`src/rtl/fetch_queue_stage_if.sv`:
```
// Fetch-stage bus bundle: instruction-memory read port plus the
// valid/ready instruction handshake toward decode.
interface fetch_queue_stage_if #(
    parameter int IWIDTH = 24,
    parameter int PWIDTH = 16
);
    logic              imem_req;
    logic [PWIDTH-1:0] imem_addr;
    logic [IWIDTH-1:0] imem_rdata;
    logic              instr_valid;
    logic              instr_ready;
    logic [IWIDTH-1:0] instr;
    logic [PWIDTH-1:0] instr_pc;

    modport master (
        output imem_req,
        output imem_addr,
        input  imem_rdata,
        output instr_valid,
        input  instr_ready,
        output instr,
        output instr_pc
    );

    modport slave (
        input  imem_req,
        input  imem_addr,
        output imem_rdata,
        input  instr_valid,
        output instr_ready,
        input  instr,
        input  instr_pc
    );
endinterface

```
`src/rtl/fetch_queue_stage.sv`:
```
// Instruction fetch stage: PC register, 1-cycle imem read, DEPTH-entry queue.
// Define FETCH_PERF_EN to add the saturating decode-stall counter port.
module fetch_queue_stage #(
    parameter int          IWIDTH   = 24,
    parameter int          PWIDTH   = 16,
    parameter int          DEPTH    = 4,
    parameter int          STEP     = 1,
    parameter logic [PWIDTH-1:0] RESET_PC = '0
) (
    input  logic              clk_i,
    input  logic              rst_i,
    input  logic              redirect_i,
    input  logic [PWIDTH-1:0] redirect_pc_i,
`ifdef FETCH_PERF_EN
    output logic [31:0]       perf_stall_cnt_o,
`endif
    fetch_queue_stage_if.master fq
);

    localparam int AW = (DEPTH > 1) ? $clog2(DEPTH) : 1;
    localparam int CW = AW + 1;
    localparam logic [CW:0]   DEPTH_OCC = (CW+1)'(DEPTH);
    localparam logic [CW-1:0] DEPTH_CNT = CW'(DEPTH);
    localparam logic [PWIDTH-1:0] STEP_W = PWIDTH'(STEP);

    typedef struct packed {
        logic [IWIDTH-1:0] instr;
        logic [PWIDTH-1:0] pc;
    } entry_t;

    logic [PWIDTH-1:0] pc_q, pc_d;
    logic              inflight_q, inflight_d;
    logic [PWIDTH-1:0] inflight_pc_q, inflight_pc_d;
    logic [CW-1:0]     count_q, count_d;
    logic [AW-1:0]     wr_ptr_q, wr_ptr_d;
    logic [AW-1:0]     rd_ptr_q, rd_ptr_d;
    entry_t            mem_q [DEPTH];
    entry_t            mem_d [DEPTH];

    logic        valid;
    logic        pop;
    logic        push;
    logic        issue;
    logic [CW:0] occ;
    entry_t      head;

    // Outputs are masked during reset so nothing partial leaks out.
    always_comb begin
        valid = (count_q != '0) & ~rst_i;
        pop   = valid & fq.instr_ready;
        occ   = {1'b0, count_q} + (CW+1)'(inflight_q) - (CW+1)'(pop);
        issue = ~rst_i & ~redirect_i & (occ < DEPTH_OCC);
        push  = inflight_q & ~redirect_i & ~rst_i;
        head  = mem_q[rd_ptr_q];
    end

    assign fq.imem_req    = issue;
    assign fq.imem_addr   = pc_q;
    assign fq.instr_valid = valid;
    assign fq.instr       = valid ? head.instr : '0;
    assign fq.instr_pc    = valid ? head.pc : '0;

    always_comb begin
        pc_d          = pc_q;
        inflight_d    = issue;
        inflight_pc_d = inflight_pc_q;
        count_d       = count_q;
        wr_ptr_d      = wr_ptr_q;
        rd_ptr_d      = rd_ptr_q;
        mem_d         = mem_q;
        if (redirect_i) begin
            pc_d     = redirect_pc_i;
            count_d  = '0;
            wr_ptr_d = '0;
            rd_ptr_d = '0;
        end else begin
            if (issue) begin
                pc_d          = pc_q + STEP_W;
                inflight_pc_d = pc_q;
            end
            if (push) begin
                mem_d[wr_ptr_q] = '{instr: fq.imem_rdata, pc: inflight_pc_q};
                wr_ptr_d        = wr_ptr_q + 1'b1;
            end
            if (pop) begin
                rd_ptr_d = rd_ptr_q + 1'b1;
            end
            count_d = count_q + CW'(push) - CW'(pop);
        end
    end

    always_ff @(posedge clk_i) begin
        if (rst_i) begin
            pc_q          <= RESET_PC;
            inflight_q    <= 1'b0;
            inflight_pc_q <= '0;
            count_q       <= '0;
            wr_ptr_q      <= '0;
            rd_ptr_q      <= '0;
        end else begin
            pc_q          <= pc_d;
            inflight_q    <= inflight_d;
            inflight_pc_q <= inflight_pc_d;
            count_q       <= count_d;
            wr_ptr_q      <= wr_ptr_d;
            rd_ptr_q      <= rd_ptr_d;
        end
    end

    // Queue storage carries no reset; validity lives in count_q.
    always_ff @(posedge clk_i) begin
        mem_q <= mem_d;
    end

    always_ff @(posedge clk_i) begin
        if (!rst_i) begin
            assert (!(push && count_q == DEPTH_CNT));
        end
    end

`ifdef FETCH_PERF_EN
    logic [31:0] perf_q, perf_d;

    always_comb begin
        perf_d = perf_q;
        if (valid && !fq.instr_ready && perf_q != 32'hFFFF_FFFF) begin
            perf_d = perf_q + 32'd1;
        end
    end

    always_ff @(posedge clk_i) begin
        if (rst_i) begin
            perf_q <= '0;
        end else begin
            perf_q <= perf_d;
        end
    end

    assign perf_stall_cnt_o = perf_q;
`endif

endmodule

```
`src/flat_wrapper.sv`:
```
// flat-port wrapper written by rule: the top's interface ports become plain ports
module fetch_queue_stage_flat 
#(
    parameter int          IWIDTH   = 24,
    parameter int          PWIDTH   = 16,
    parameter int          DEPTH    = 4,
    parameter int          STEP     = 1,
    parameter logic [PWIDTH-1:0] RESET_PC = '0
)
  (clk_i, rst_i, redirect_i, redirect_pc_i, fq_imem_req, fq_imem_addr, fq_imem_rdata, fq_instr_valid, fq_instr_ready, fq_instr, fq_instr_pc);
  fetch_queue_stage_if #(.IWIDTH(IWIDTH), .PWIDTH(PWIDTH)) fq_i ();
  input  logic clk_i;
  input  logic rst_i;
  input  logic redirect_i;
  input  logic [PWIDTH-1:0] redirect_pc_i;
  output wire logic [$bits(fq_i.imem_req)-1:0] fq_imem_req;
  output wire logic [$bits(fq_i.imem_addr)-1:0] fq_imem_addr;
  input wire logic [$bits(fq_i.imem_rdata)-1:0] fq_imem_rdata;
  output wire logic [$bits(fq_i.instr_valid)-1:0] fq_instr_valid;
  input wire logic [$bits(fq_i.instr_ready)-1:0] fq_instr_ready;
  output wire logic [$bits(fq_i.instr)-1:0] fq_instr;
  output wire logic [$bits(fq_i.instr_pc)-1:0] fq_instr_pc;
  assign fq_imem_req = fq_i.imem_req;
  assign fq_imem_addr = fq_i.imem_addr;
  assign fq_i.imem_rdata = fq_imem_rdata;
  assign fq_instr_valid = fq_i.instr_valid;
  assign fq_i.instr_ready = fq_instr_ready;
  assign fq_instr = fq_i.instr;
  assign fq_instr_pc = fq_i.instr_pc;
  fetch_queue_stage #(.IWIDTH(IWIDTH), .PWIDTH(PWIDTH), .DEPTH(DEPTH), .STEP(STEP), .RESET_PC(RESET_PC)) u_core (.clk_i(clk_i), .rst_i(rst_i), .redirect_i(redirect_i), .redirect_pc_i(redirect_pc_i), .fq(fq_i));
endmodule
```
`config.mk`:
```
export PLATFORM = sky130hd
export DESIGN_NAME = fetch_queue_stage_flat
export DESIGN_NICKNAME = d
export VERILOG_FILES = /design/src/rtl/fetch_queue_stage_if.sv /design/src/rtl/fetch_queue_stage.sv /design/src/flat_wrapper.sv
export SDC_FILE = /design/constraint.sdc
export NUM_CORES = 1
export LEC_CHECK = 0
export ABC_CLOCK_PERIOD_IN_PS = 3250
export CORE_MARGIN = 2
export CORE_UTILIZATION = 45
export DETAILED_ROUTE_END_ITERATION = 10
export HOLD_SLACK_MARGIN = 0.08
export PLACE_DENSITY = 0.74
export SLEW_MARGIN = 40
export SYNTH_ARGS = -nofsm -noshare
export SYNTH_HDL_FRONTEND = slang
export SYNTH_SLANG_ARGS = --single-unit
```
`constraint.sdc`:
```
create_clock -name clk_i -period 3.25 [get_ports clk_i]
set_input_delay 0.325 -clock clk_i [delete_from_list [all_inputs] [get_ports clk_i]]
set_output_delay 0.325 -clock clk_i [all_outputs]
set_load 0.005 [all_outputs]
```
# After elaboration in Yosys (flattened, before gate mapping)
# Index checks and enable logic that the tools add are counted.
# word_totals
word_cells,51
in_bits,44
out_inout_bits,58
reg_bits,200
# op_classes
n_reduce_logical,6
order_cmp,4
addsub,7
bitwise,10
muxes,10
# op_table
operator,n
$bwmux W160,1
$mux W40,3
$bmux W40 S2,1
$demux W40 S2,1
$mux W16,3
$mux W24,1
$add A16 B1 Y16 const B,1
$and A1 B1 Y1,6
$ge A3 B3 Y1 const B,2
$not A2 Y3,2
$add A2 B1 Y2 const B,2
$add A3 B1 Y4,1
$lt A4 B3 Y1 const B,1
$reduce_and A2 Y1,2
$sub A4 B1 Y4,1
$add A3 B1 Y3,1
$lt A3 B1 Y1 const B,1
$reduce_bool A3 Y1,1
$sub A3 B1 Y3,1
$not A1 Y1,2
$reduce_bool A2 Y1,1
$reduce_or A2 Y1,1
$logic_and A1 B1 Y1,1

# Depth between registers and ports, before layout
# Gate-level depths: netlist of the first run.
# logic_depth
depth_word,8
ltp_mapped,10
mapped_depth_nobuf,8

# Worst setup path before layout of the first run
# Ideal clock, no wire load.
# synth_timing
path_type,input to register
from,input port rst_i
to,register u_core.inflight_pc_q[6]
required_time_ns,3.122
n_path_buf,2
stages,10
setup_time_ns,0.128
setup_slack_ns,0.695
arrival_time_ns,2.428
path_cell_list,buf_6 > nand2b_4 > or3_1 > ha_1 > a2111oi_4 > a21oi_2 > a21oi_4 > buf_12 > mux2i_1 > nor2_1
# synth_between
elab_chain_len,7
# synth_lines
element,line,text
"start, declared",flat_wrapper.sv:13,input logic rst_i;
$not A1 Y1 (*),"fetch_queue_stage.sv:49, fetch_queue_stage.sv:52",
$and A1 B1 Y1,fetch_queue_stage.sv:49,valid = (count_q != '0) & ~rst_i;
$and A1 B1 Y1,fetch_queue_stage.sv:50,pop = valid & fq.instr_ready;
$sub A4 B1 Y4,fetch_queue_stage.sv:51,"occ = {1'b0, count_q} + (CW+1)'(inflight_q) - (CW+1)'(pop);"
$lt A4 B3 Y1,fetch_queue_stage.sv:52,issue = ~rst_i & ~redirect_i & (occ < DEPTH_OCC);
$and A1 B1 Y1 (*),fetch_queue_stage.sv:52,
via fq_imem_req,flat_wrapper.sv:16,output wire logic [$bits(fq_i.imem_req)-1:0] fq_imem_req;
$reduce_and A2 Y1 (no line) (*),--,
"end signal, assigned",fetch_queue_stage.sv:103,inflight_pc_q <= inflight_pc_d;
"end, declared",fetch_queue_stage.sv:33,"logic [PWIDTH-1:0] inflight_pc_q, inflight_pc_d;"
# The timed path passes the listed nets; every way through them passes the cells marked *.
# A chain may end at the register's enable or synchronous reset.

# Worst setup path in the final report of the first run
# layout_timing
from,register u_core.count_q[2]
to,output port fq_imem_req
# layout_between
elab_chain_len,6
# layout_lines
element,line,text
"start, declared",fetch_queue_stage.sv:34,"logic [CW-1:0] count_q, count_d;"
"start signal, assigned",fetch_queue_stage.sv:104,count_q <= count_d;
branches (longest 3 deep; another with $add A3 B1 Y4),--,
$sub A4 B1 Y4 (*),fetch_queue_stage.sv:51,
$lt A4 B3 Y1 (*),fetch_queue_stage.sv:52,
$and A1 B1 Y1 (*),fetch_queue_stage.sv:52,
"end, declared",flat_wrapper.sv:16,
# Mark *: on every way between the ends.

==> summary.md, run 1 <==
| Metric | Value |
|---|---|
| Top delay family on crit path | compound AO/OA/AOI/OAI gates |
| Combinational family with the most area after synthesis | multiplexers |
| Final GP Congestion | 0.883 |
| Starting DRT DRC Count | 222 |
| # setup viols final | 0 |
| Die ar. | 19,100 sq um |
| Post-CTS Setup Inserts | 0 |
| CTS tree | built |
| Drt wl/cell | 18.2 um |
| CTS buffer count | 17 |
| Critical Path RT | 2.92 ns |
| Syn Inst Count | 479 |
| Floorplan row count | 49 |
| Core area | 17,800 sq um |
| Dominant cell type by area after synthesis | edfxtp_1 |
| Most frequent cells in the layout | 160 x edfxtp_1, 101 x clkdlybuf4s50_1, 44 x and2_1 |
| Net Count, Synth | 532 |
| Top_reg_cell synth | edfxtp_1 |
| Cell area after synthesis | 8100 sq um |
| XOR/XNOR Fraction of Synth Area | 2.15% |
| Crit. End Element | output port |
| Detailed-route DRC error count | 0 |
| Crit Path Max Fanout | 4 |
| Commonest non-fill, non-tap cell in the layout | edfxtp_1 |
| CP startpoint kind | flop |
| Tot Pwr | 5.02 mW |
| Clock insertion delay at the later pin of the skew report | 0.42 ns |
| TritonRoute pass-1 iters | 5 |
| Cells along the critical path | nor3_2 > or3_1 > ha_1 > a2111oi_4 > a21oi_2 > a21oi_4 > clkdlybuf4s50_1 |
| Post-synth EDFFs | 160 |
| Root Buffer | clkbuf_16 |
| Post-synthesis mux area share | 13.6% |
| Clock skew | 0.00902 ns |
| First-pass GRT wire length | 24,300 um |
| Gr usage total | 16.3% |
| Hold Fails Final Rpt | 0 |
| Largest net degree at the start of global routing | 41 |
| Area share of and/or/nand/nor cells after synthesis | 8.16% |
| Worst Reg-to-Reg Cells | 9 |
| Fin crit share | 95.6% |
| CP bufs+invs | 1 |
| YS warnings | 0 |
| Arr. time, crit path | 2.78 ns |
| Vias per Instance | 5.37 |
| Max Slew Vio Count | 0 |
| Synth Area in Compound Gates | 3.46% |
| Worst-Margin Slew | 0.473 ns |
| # Max-Cap Violations | 0 |
| Hpwl dp | 9740 um |
| Register bit total from synthesis | 200 |
| Hold depth | 3 |
| Final WL | 15,100 um |
| Setup tns final | 0 ns |
| Post-Synth Adder-Cell Area | 1.48% |
| Clk sinks | 200 |
| Die Y | 138 um |
| Worst VDD drop | 382 uV |
| Leak | 3.24 nW |
| Layout cells sized above 1 | 18.2% |
| Initial core utilization | 45.4% |
| Setup CP Type | reg -> out |
| Vias in the first global route | 4,707 |
| Number of inserted diodes | 0 |
| Syn Area/Cell | 16.9 sq um |
| Layout Nets | 639 |
| Final non-filler cell total | 828 |
| Class of the tightest hold or removal check | in -> reg |
| Placed insts | 796 |
| Slew HR | 68.5% |
| Vias | 4,448 |
| RSZ-0062 raised after global routing | false |
| Seq/Total Area, Yosys | 69.2% |
| Status | finished, final reports clean |
| Final worst path period need | 3.11 ns |
| Total grt overflow | 0 |
| Crit-path max cell delay | 0.52 ns |
| Final WS setup | 0.144 ns |
| Clock buffer depth | 2 |
| H-tree levels | 4 |
| Fraction of registers with async set or reset after synthesis | 0% |
| Top cell type's share of synthesized area | 59.3% |
| Die extent in x | 138 um |
| Antenna-violating nets left | 0 |
| Num ports | 102 |
| Number of antenna violations at the first check in global routing | 0 |
| Worst-path clk slew | 0.07 ns |
| Fmax | 0.322 GHz |
| Critical path depth | 7 |
| Synth top area cells | edfxtp_1 59%, mux4_2 11%, dfxtp_1 9.9% |
| Final Util | 56.1% |
| Distinct cells, synth | 44 |
| Port-buffer cells | 101 |
| Cell area power density | 501 nW/um^2 |
| Slowest CP cell | clkdlybuf4s50_1 |
| Register-to-register setup slack | 0.53 ns |
| Pre-CTS setup slack | 0.103 ns |
| Area Overhead vs Synth | 23.6% |
| Hold Buf Count CTS | 0 |
timing repair:
| action | 4_1_cts | 5_1_grt |
|---|---|---|
| cloned | 0 | 0 |
| gates resized for setup | 1 | 1 |
| pin swaps | 0 | 0 |
| endpoints found under the setup margin | 1 | 1 |
cell usage after synthesis (2+ instances only):
master / instances
nand4_1: 4
mux2i_1: 17
a21oi_1: 12
nor2b_1: 2
xnor2_1: 17
nor2_1: 37
and2_1: 44
nor3_1: 4
buf_1: 4
ha_1: 8
a21oi_2: 5
clkbuf_1: 14
or3_1: 2
inv_1: 4
dfxtp_1: 40
mux4_2: 40
and3_1: 11
nand2_1: 9
nand3_1: 6
edfxtp_1: 160
buf_2: 6
o21bai_1: 3
a211oi_1: 9
routing by layer:
| layer | share of wire (%) | GRT usage [%] | routed length [um] |
|---|---|---|---|
| met1 | 44 | 20.9 | 6600 |
| met2 | 51 | 27.6 | 7660 |
| met3 | 4.2 | 3.64 | 638 |
| met4 | 1.2 | 5.48 | 185 |
| met5 | 0 | 0 | 0 |
state kept, by name, indices dropped and copies added, names as in the netlist:
name,cells
u_core.mem_q,160
u_core.fq.imem_addr,16
u_core.wr_ptr_q,2
u_core.inflight_q,1
u_core.rd_ptr_q,2
u_core.inflight_pc_q,16
u_core.count_q,3
per-stage QoR:
step	area (sq um)	hold slack, ns
3_5_place_dp	9450	0.488
3_3_place_gp	9450	0.481
4_1_cts	10000	0.464
2_1_floorplan	8100	0.424
6_report	10000	0.472
5_1_grt	10000	0.465
tightest hold or removal path, cell delays in order:
cell	delay [ns]
clkdlybuf4s50_1	0.40
nor2_1	0.08
a211oi_1	0.05
final timing paths:
path,from,end
min,redirect_pc_i[10],u_core.fq.imem_addr[10]
max,u_core.count_q[2],fq_imem_req
min reg2reg,u_core.inflight_pc_q[12],u_core.mem_q[92]
max reg2reg,u_core.count_q[2],u_core.fq.imem_addr[9]
cell families after synthesis:
family                     count (synthesis)
AOI/OAI and AO/OA                         36
buffers and inverters                     32
xor gates and xnor gates                  19
and+or+nand+nor                          124
DFF                                      200
muxes                                     59
adders and majority gates                  9
layout make-up:
cell class                 instances  area (sq um)
fill                            1384          7830
sequential                       200          5610
multi-input combinational        247          2360
timing repair buffer             115          1180
clock buffer                      18           450
tap                              229           287
clock inverter                    14           110
inverter                           5          18.8
where the power goes:
part | switching [mW] | total [mW] | internal [mW]
Clock | 0.916 | 1.96 | 1.04
Combinational | 0.0937 | 0.227 | 0.133
Sequential | 0.0425 | 2.83 | 2.79
Note: power is estimated with default switching activity, not from simulation.
==> run 2, diff against run 1 <==
--- a/config.mk
+++ b/config.mk
@@ -5,6 +5,7 @@
 export SDC_FILE = /design/constraint.sdc
 export NUM_CORES = 1
 export LEC_CHECK = 0
+export ABC_AREA = 1
 export ABC_CLOCK_PERIOD_IN_PS = 3250
 export CORE_MARGIN = 2
 export CORE_UTILIZATION = 45
==> run 2 against run 1 <==
Sequential power about the same. First-iteration DRC count is 82% higher. Sequential share of layout area shrank 1.2 points. Fmax is 5.9% higher. Cell count rose by 35%. Non-clock buffer count up 2. Wire length up 13%. Cell area rose by 2.2%. Critical endpoint unchanged. Largest power group unchanged.
==> summary.md, run 2 <==
| Metric | Value |
|---|---|
| Status | finished, final reports clean |
| Most frequent cells in the layout | 213 x nor2_1, 160 x edfxtp_1, 106 x o21ai_0 |
| Seq/Total Area, Yosys | 67.4% (-1.8 points) |
| Setup tns final | 0 ns (unchanged) |
| Arr. time, crit path | 2.61 ns (-0.17 ns) |
| # setup viols final | 0 (unchanged) |
| Final WL | 17,000 um (+13%) |
| Area Overhead vs Synth | 23.0% |
| Resized Gates After CTS | 0 (-1) |
| Register bit total from synthesis | 200 (unchanged) |
| Drt wl/cell | 15.2 um (-17%) |
| Commonest non-fill, non-tap cell in the layout | nor2_1 |
| Net Count, Synth | 840 (+58%) |
| Vias | 5,762 (+30%) |
| Slew HR | 50.9% (-18 points) |
| Gr usage total | 17.6% (+1.4 points) |
| # Max-Cap Violations | 0 (unchanged) |
| Layout Nets | 932 (+46%) |
| Fin crit share | 90.2% (-5.4 points) |
| Crit Path Max Fanout | 5 (+1) |
| Switch Pwr | 1.06 mW (+0.27%) |
| CTS tree | built |
| RSZ-0062 raised after global routing | false |
| Syn Inst Count | 787 (+64%) |
| Core area | 18,000 sq um (+1.0%) |
| Syn Area/Cell | 10.6 sq um (-37%) |
| Count leader, synth | nor2_1 |
| CP startpoint kind | flop |
| Cell area power density | 508 nW/um^2 (+1.3%) |
| Fraction of registers with async set or reset after synthesis | 0% (unchanged) |
| Vias per Instance | 5.14 (-4.3%) |
| Cells along the critical path | inv_1 > nand2_2 > nand4_4 > ha_1 > nand2_1 > inv_1 > nand3_2 > nand2_1 > nand2_1 > nand2_2 > nand3_4 > inv_2 > clkdlybuf4s50_1 |
| Max reg flops | 160 (unchanged) |
| TritonRoute pass-1 iters | 4 (-1) |
| Number of antenna violations at the first check in global routing | 0 (unchanged) |
| Post-CTS Setup Inserts | 0 (unchanged) |
| Final worst path period need | 2.93 ns (-0.174 ns) |
| Cell area after synthesis | 8320 sq um (+2.7%) |
| Number of inserted diodes | 0 (unchanged) |
| Crit. End Element | output port |
| Max Slew Vio Count | 0 (unchanged) |
| Hpwl dp | 10,000 um (+2.9%) |
| Synth top area cells | edfxtp_1 58%, nor2_1 9.8%, dfxtp_1 9.6% |
| Layout cells sized above 1 | 7.06% (-11 points) |
| Worst-Margin Slew | 0.736 ns (+0.263 ns) |
| Fmax | 0.341 GHz (+5.9%) |
| Top cell type's share of synthesized area | 57.8% (-1.6 points) |
| Leak | 3.57 nW (+10%) |
| Critical Path RT | 2.92 ns (about the same) |
| Dominant cell type by area after synthesis | edfxtp_1 |
| Die extent in x | 140 um (+1.3%) |
| Tot Pwr | 5.20 mW (+3.5%) |
| Total grt overflow | 0 (unchanged) |
| Antenna-violating nets left | 0 (unchanged) |
| Clock power frac | 40.2% (+1.2 points) |
| Distinct cells, synth | 29 (-34%) |
| Die ar. | 19,600 sq um (+2.6%) |
| Internal power | 4.14 mW (+4.4%) |
| Initial core utilization | 46.2% (+0.75 points) |
| Clock skew | 0.0116 ns (+0.00253 ns) |
| First-pass GRT wire length | 26,900 um (+10%) |
| Worst VDD drop | 360 uV (-5.8%) |
| Crit-path max cell delay | 0.51 ns (about the same) |
| Final GP Congestion | 0.837 (-5.2%) |
| Hold Buf Count CTS | 0 (unchanged) |
| Net Sw Frac | 20.3% (-0.66 points) |
| Largest net degree at the start of global routing | 81 (+98%) |
| Power share of the combinational group | 4.9% (+0.4 points) |
| Num ports | 102 (unchanged) |
| Clock insertion delay at the later pin of the skew report | 0.44 ns (+0.02 ns) |
| Class of the tightest hold or removal check | reg -> reg |
| Commonest cells post-synth | 217 x nor2_1, 160 x edfxtp_1, 106 x o21ai_0 |
| Floorplan row count | 49 (unchanged) |
| Reg power frac | 54.9% (-1.5 points) |
| Detailed-route DRC error count | 0 (unchanged) |
| Root Buffer | clkbuf_16 |
| Clock buffer depth | 2 (unchanged) |
| Setup CP Type | reg -> out |
| H-tree levels | 4 (unchanged) |
| CTS buffer count | 17 (unchanged) |
| Clk sinks | 200 (unchanged) |
| YS warnings | 0 (unchanged) |
| Top_reg_cell synth | edfxtp_1 |
| Die Y | 140 um (+1.3%) |
| Most flops, register | u_core.mem_q |
| Critical path's most frequent cell | nand2_1 |
| Worst-path clk slew | 0.07 ns (about the same) |
| Slowest CP cell | clkdlybuf4s50_1 |
| Post-synth EDFFs | 160 (unchanged) |
| Starting DRT DRC Count | 403 (+82%) |
| Hold Fails Final Rpt | 0 (unchanged) |
| Vias in the first global route | 5,420 (+15%) |
| Port-buffer cells | 101 (unchanged) |
-- run 2: final cells by class --
cell class,count,area (sq um)
Fill cell,1487,7790
Sequential cell,200,5610
Multi-Input combinational cell,511,2420
Timing Repair Buffer,117,1210
Clock buffer,20,437
Tap cell,229,287
Clock inverter,12,153
Inverter,32,120
-- run 2: logic make-up (layout without fill, tap and decap cells) --
group,count (synthesis),in the layout,share of synthesized area [%]
buf+inv,76,181,3.90
xor+xnor,12,12,1.26
compound gates,166,166,10.0
flops,200,200,67.4
fa+ha+maj,9,9,1.44
simple gates,324,324,16.0
-- run 2: routing by layer --
metal	share of wire [%]	wire (um)	global-route usage, %
met3	5.0	849	4.31
met5	0	0	0
met2	47	8080	29.3
met1	45	7720	22.2
met4	2.1	360	7.37
-- run 2: final timing paths --
path / endpoint / startpoint / slack [ns] / cells after the start
max: fq_imem_req / u_core.count_q[0] / 0.32 / 13
min: u_core.mem_q[49] / u_core.inflight_pc_q[9] / 0.51 / 0
max reg2reg: u_core.fq.imem_addr[15] / u_core.count_q[0] / 0.96 / 15
min reg2reg: u_core.mem_q[49] / u_core.inflight_pc_q[9] / 0.51 / 0
-- run 2: power by group through the flow --
stage | combinational (mW) | clock [mW] | sequential (mW)
4_1_cts | 0.255 | 2.11 | 2.85
2_1_floorplan | 0.127 | 0 | 2.89
6_report | 0.254 | 2.09 | 2.85
3_3_place_gp | 0.250 | 0 | 2.90
5_1_grt | 0.284 | 2.23 | 2.86
3_5_place_dp | 0.253 | 0 | 2.91
-- run 2: metrics by stage --
step / instances / area [sq um] / hold slack [ns] / setup WS (ns) / util (%)
after floorplan: 787 / 8320 / 0.424 / -0.0320 / -
after global placement: 1089 / 9640 / 0.479 / 0.392 / 53.5
after detailed placement: 1089 / 9640 / 0.487 / 0.323 / 53.5
after CTS: 1121 / 10200 / 0.507 / 0.281 / 56.8
after global routing: 1121 / 10200 / 0.515 / 0.121 / 56.8
final: 1121 / 10200 / 0.513 / 0.318 / 56.8
-- run 2: critical path: cells and delay by family (launching register included) --
| kind | cells | cell delay, ns |
|---|---|---|
| and+or+nand+nor | 8 | 0.66 |
| DFF | 1 | 0.43 |
| adders and majority gates | 1 | 0.31 |
| buffers and inverters | 4 | 0.76 |
==> patch, RTL diff (config.mk and constraints of run 2) <==
`PWIDTH` is set to 16 in 3 places; all go to 32.
--- a/src/rtl/fetch_queue_stage_if.sv
+++ b/src/rtl/fetch_queue_stage_if.sv
@@ -4,3 +4,3 @@
     parameter int IWIDTH = 24,
-    parameter int PWIDTH = 16
+    parameter int PWIDTH = 32
 );
--- a/src/rtl/fetch_queue_stage.sv
+++ b/src/rtl/fetch_queue_stage.sv
@@ -4,3 +4,3 @@
     parameter int          IWIDTH   = 24,
-    parameter int          PWIDTH   = 16,
+    parameter int          PWIDTH   = 32,
     parameter int          DEPTH    = 4,
--- a/src/flat_wrapper.sv
+++ b/src/flat_wrapper.sv
@@ -4,3 +4,3 @@
     parameter int          IWIDTH   = 24,
-    parameter int          PWIDTH   = 16,
+    parameter int          PWIDTH   = 32,
     parameter int          DEPTH    = 4,
Interface: changed (resized fq_imem_addr, fq_instr_pc and redirect_pc_i); port bits go from 102 to 150. The function was not compared with the original's and may differ.
==> patch against run 2 <==
Synthesized area grew 52%. Core utilization shrank 0.71 points. Hold slack worse by 80 ps. Power rose by 55%. Cell count is 61% higher. Count of clock-buffer cells in the layout rose by 11. Routed wire length rose by 71%. Combinational power grew 64%. Design area increased by 52%. Setup slack got worse by 130 ps. Sequential share of layout area is 2.2 points lower. Sequential cell count increased by 96. Critical path type unchanged. Critical endpoint unchanged. Largest cell class unchanged. Largest power group unchanged. Highest routed layer unchanged.
==> patch: results (changes against run 2) <==
stage	metric	value	unit	change
place	placed cells	1750		+61%
place	Port Buffers	149		+48%
place	Post-Place Worst Slack	328	ps	+5.51 ps
sta	final setup skew	10.3	ps	-1.29 ps
global_route	met2 GRT Util	32.6	%	+3.3 points
routing	drt pass-1 iters	5		+1
routing	met3 wire length	2.29	mm	+170%
final_layout	Biggest register	u_core.mem_q		
final_layout	layout cell share with drive strength beyond 1	7.01	%	-0.050 points
setup_path	Top delay family on crit path	simple AND/OR/NAND/NOR gates		
yosys	post-synthesis sequential area ratio	64.8	%	-2.6 points
clock_tree	post-cts gate resize count	0		unchanged
final_layout	Final nets	1473		+58%
routing	final wirelength	29.1	mm	+71%
yosys	syn nets	1341		+60%
routing	via/cell ratio	5.20		+1.1%
global_route	vias in the first global route	9064		+67%
yosys	top post-synthesis cells by count	327 x nor2_1, 224 x edfxtp_1, 162 x nand2_1		
final_layout	# fillers	2340		+57%
yosys	Syn Area/Cell	9.91	um^2	-6.2%
clock_tree	Longest Clk Path Bufs	3		+1
setup_path	crit-path max cell delay	490	ps	-20 ps
pwr	Peak supply drop	0.000388	V	+7.7%
pwr	Leakage	5.41	nW	+52%
global_route	global-route wire length before repair	45.9	mm	+71%
place	dpl hpwl	18.2	mm	+82%
place	Placed Area	14500	um^2	+51%
yosys	Synth Area in XOR/XNOR	1.81	%	+0.54 points
sta	Worst Max-Slew Pin Slew	489	ps	-247 ps
min_path	Min-Delay Path Class	in -> reg		
final_layout	Multi-input gate area	3970	um^2	+64%
yosys	Post-synth EDFFs	224		+40%
clock_tree	Root Driver	clkbuf_16		
pwr	Int Pwr	6.37	mW	+54%
min_path	min-delay src	fq_imem_rdata[0]		
clock_tree	clk_lat worst skew	530	ps	+90 ps
yosys	compound-cell area share of the yosys netlist	10.2	%	+0.11 points
routing	vias	9377		+63%
routing	Met1 Wirelength	12.8	mm	+66%
final_layout	max FFs per register	224		+40%
setup_path	critical path arrival	2740	ps	+130 ps
clock_tree	Max H-tree Level	1		-3
global_route	GRT met3 Usage	3.22	%	-1.1 points
routing	met2 WL post-DR	13.2	mm	+64%
place	GPL Wtd Cong	0.862		+2.9%
yosys	Cell variety after synth	35		+21%
global_route	antenna violations before repair	0		unchanged
outcome	status	finished, final reports clean		
yosys	top cells by area, synth	edfxtp_1 53%, dfxtp_1 11%, nor2_1 9.7%, o21ai_0 6.3%, nand2_1 4.8%		
yosys	Adder-Cell Fraction of Synth Area	0.952	%	-0.49 points
clock_tree	total CTS buffers	29		+12
setup_path	largest fanout on the critical path	6		+1
routing	drt first-iter violations	778		+93%
global_route	GR Util All Layers	19.7	%	+2.1 points
yosys	top_reg_cell synth	edfxtp_1		
setup_path	Crit-path slowest cell	clkdlybuf4s50_1		
global_route	GR Layer Usage met1	27.0	%	+4.8 points
global_route	largest net degree at the start of global routing	68		-16%
==> patch: cell types whose count changed after synthesis, sizes merged, moves of 12 or more <==
cell	run 2	this run
a21oi	58	90
clkbuf	32	55
dfxtp	40	72
edfxtp	160	224
nand2	68	164
nand3	33	45
nor2	217	335
o21ai	106	160
==> patch: worst paths after layout <==
kind	end	slack, ps	depth (start not counted)
max	fq_imem_req	190	13
min	u_core.mem_q[144]$_DFFE_PP_	430	1
max reg2reg	u_core.fq.imem_addr[11]$_SDFFE_PP0P_	600	16
min reg2reg	u_core.mem_q[199]$_DFFE_PP_	500	0
==> patch: what timing repair did <==
item / 4_1_cts / 5_1_grt
setup buffers: 0 / 1
hold buffers: 0 / 0
endpoints found under the setup margin: 0 / 12
==> patch: kinds of logic (layout without fill, tap and decap cells) <==
kind of cell             count (synthesis)  after routing
AND/OR/NAND/NOR                        572            572
flip-flops                             296            296
AO/OA/AOI/OAI                          254            254
XOR/XNOR                                26             26
buffers and inverters                  115            269
adder cells (fa/ha/maj)                  9              9
==> patch: power groups by stage <==
stage / Sequential, mW / Combinational (mW) / Clock [mW]
2_1_floorplan: 4.29 / 0.223 / 0
5_1_grt: 4.25 / 0.469 / 3.58
6_report: 4.24 / 0.417 / 3.37
3_3_place_gp: 4.32 / 0.407 / 0
3_5_place_dp: 4.32 / 0.415 / 0
4_1_cts: 4.24 / 0.419 / 3.43
==> patch: layout make-up <==
type / count / share of cell area (%)
well taps: 378 / 3.05
inverters: 40 / 0.999
clock buffers: 31 / 4.72
multi-input cells: 861 / 25.6
clock inverters: 22 / 1.55
repair buffers: 176 / 11.5
flip-flops and latches: 296 / 52.6
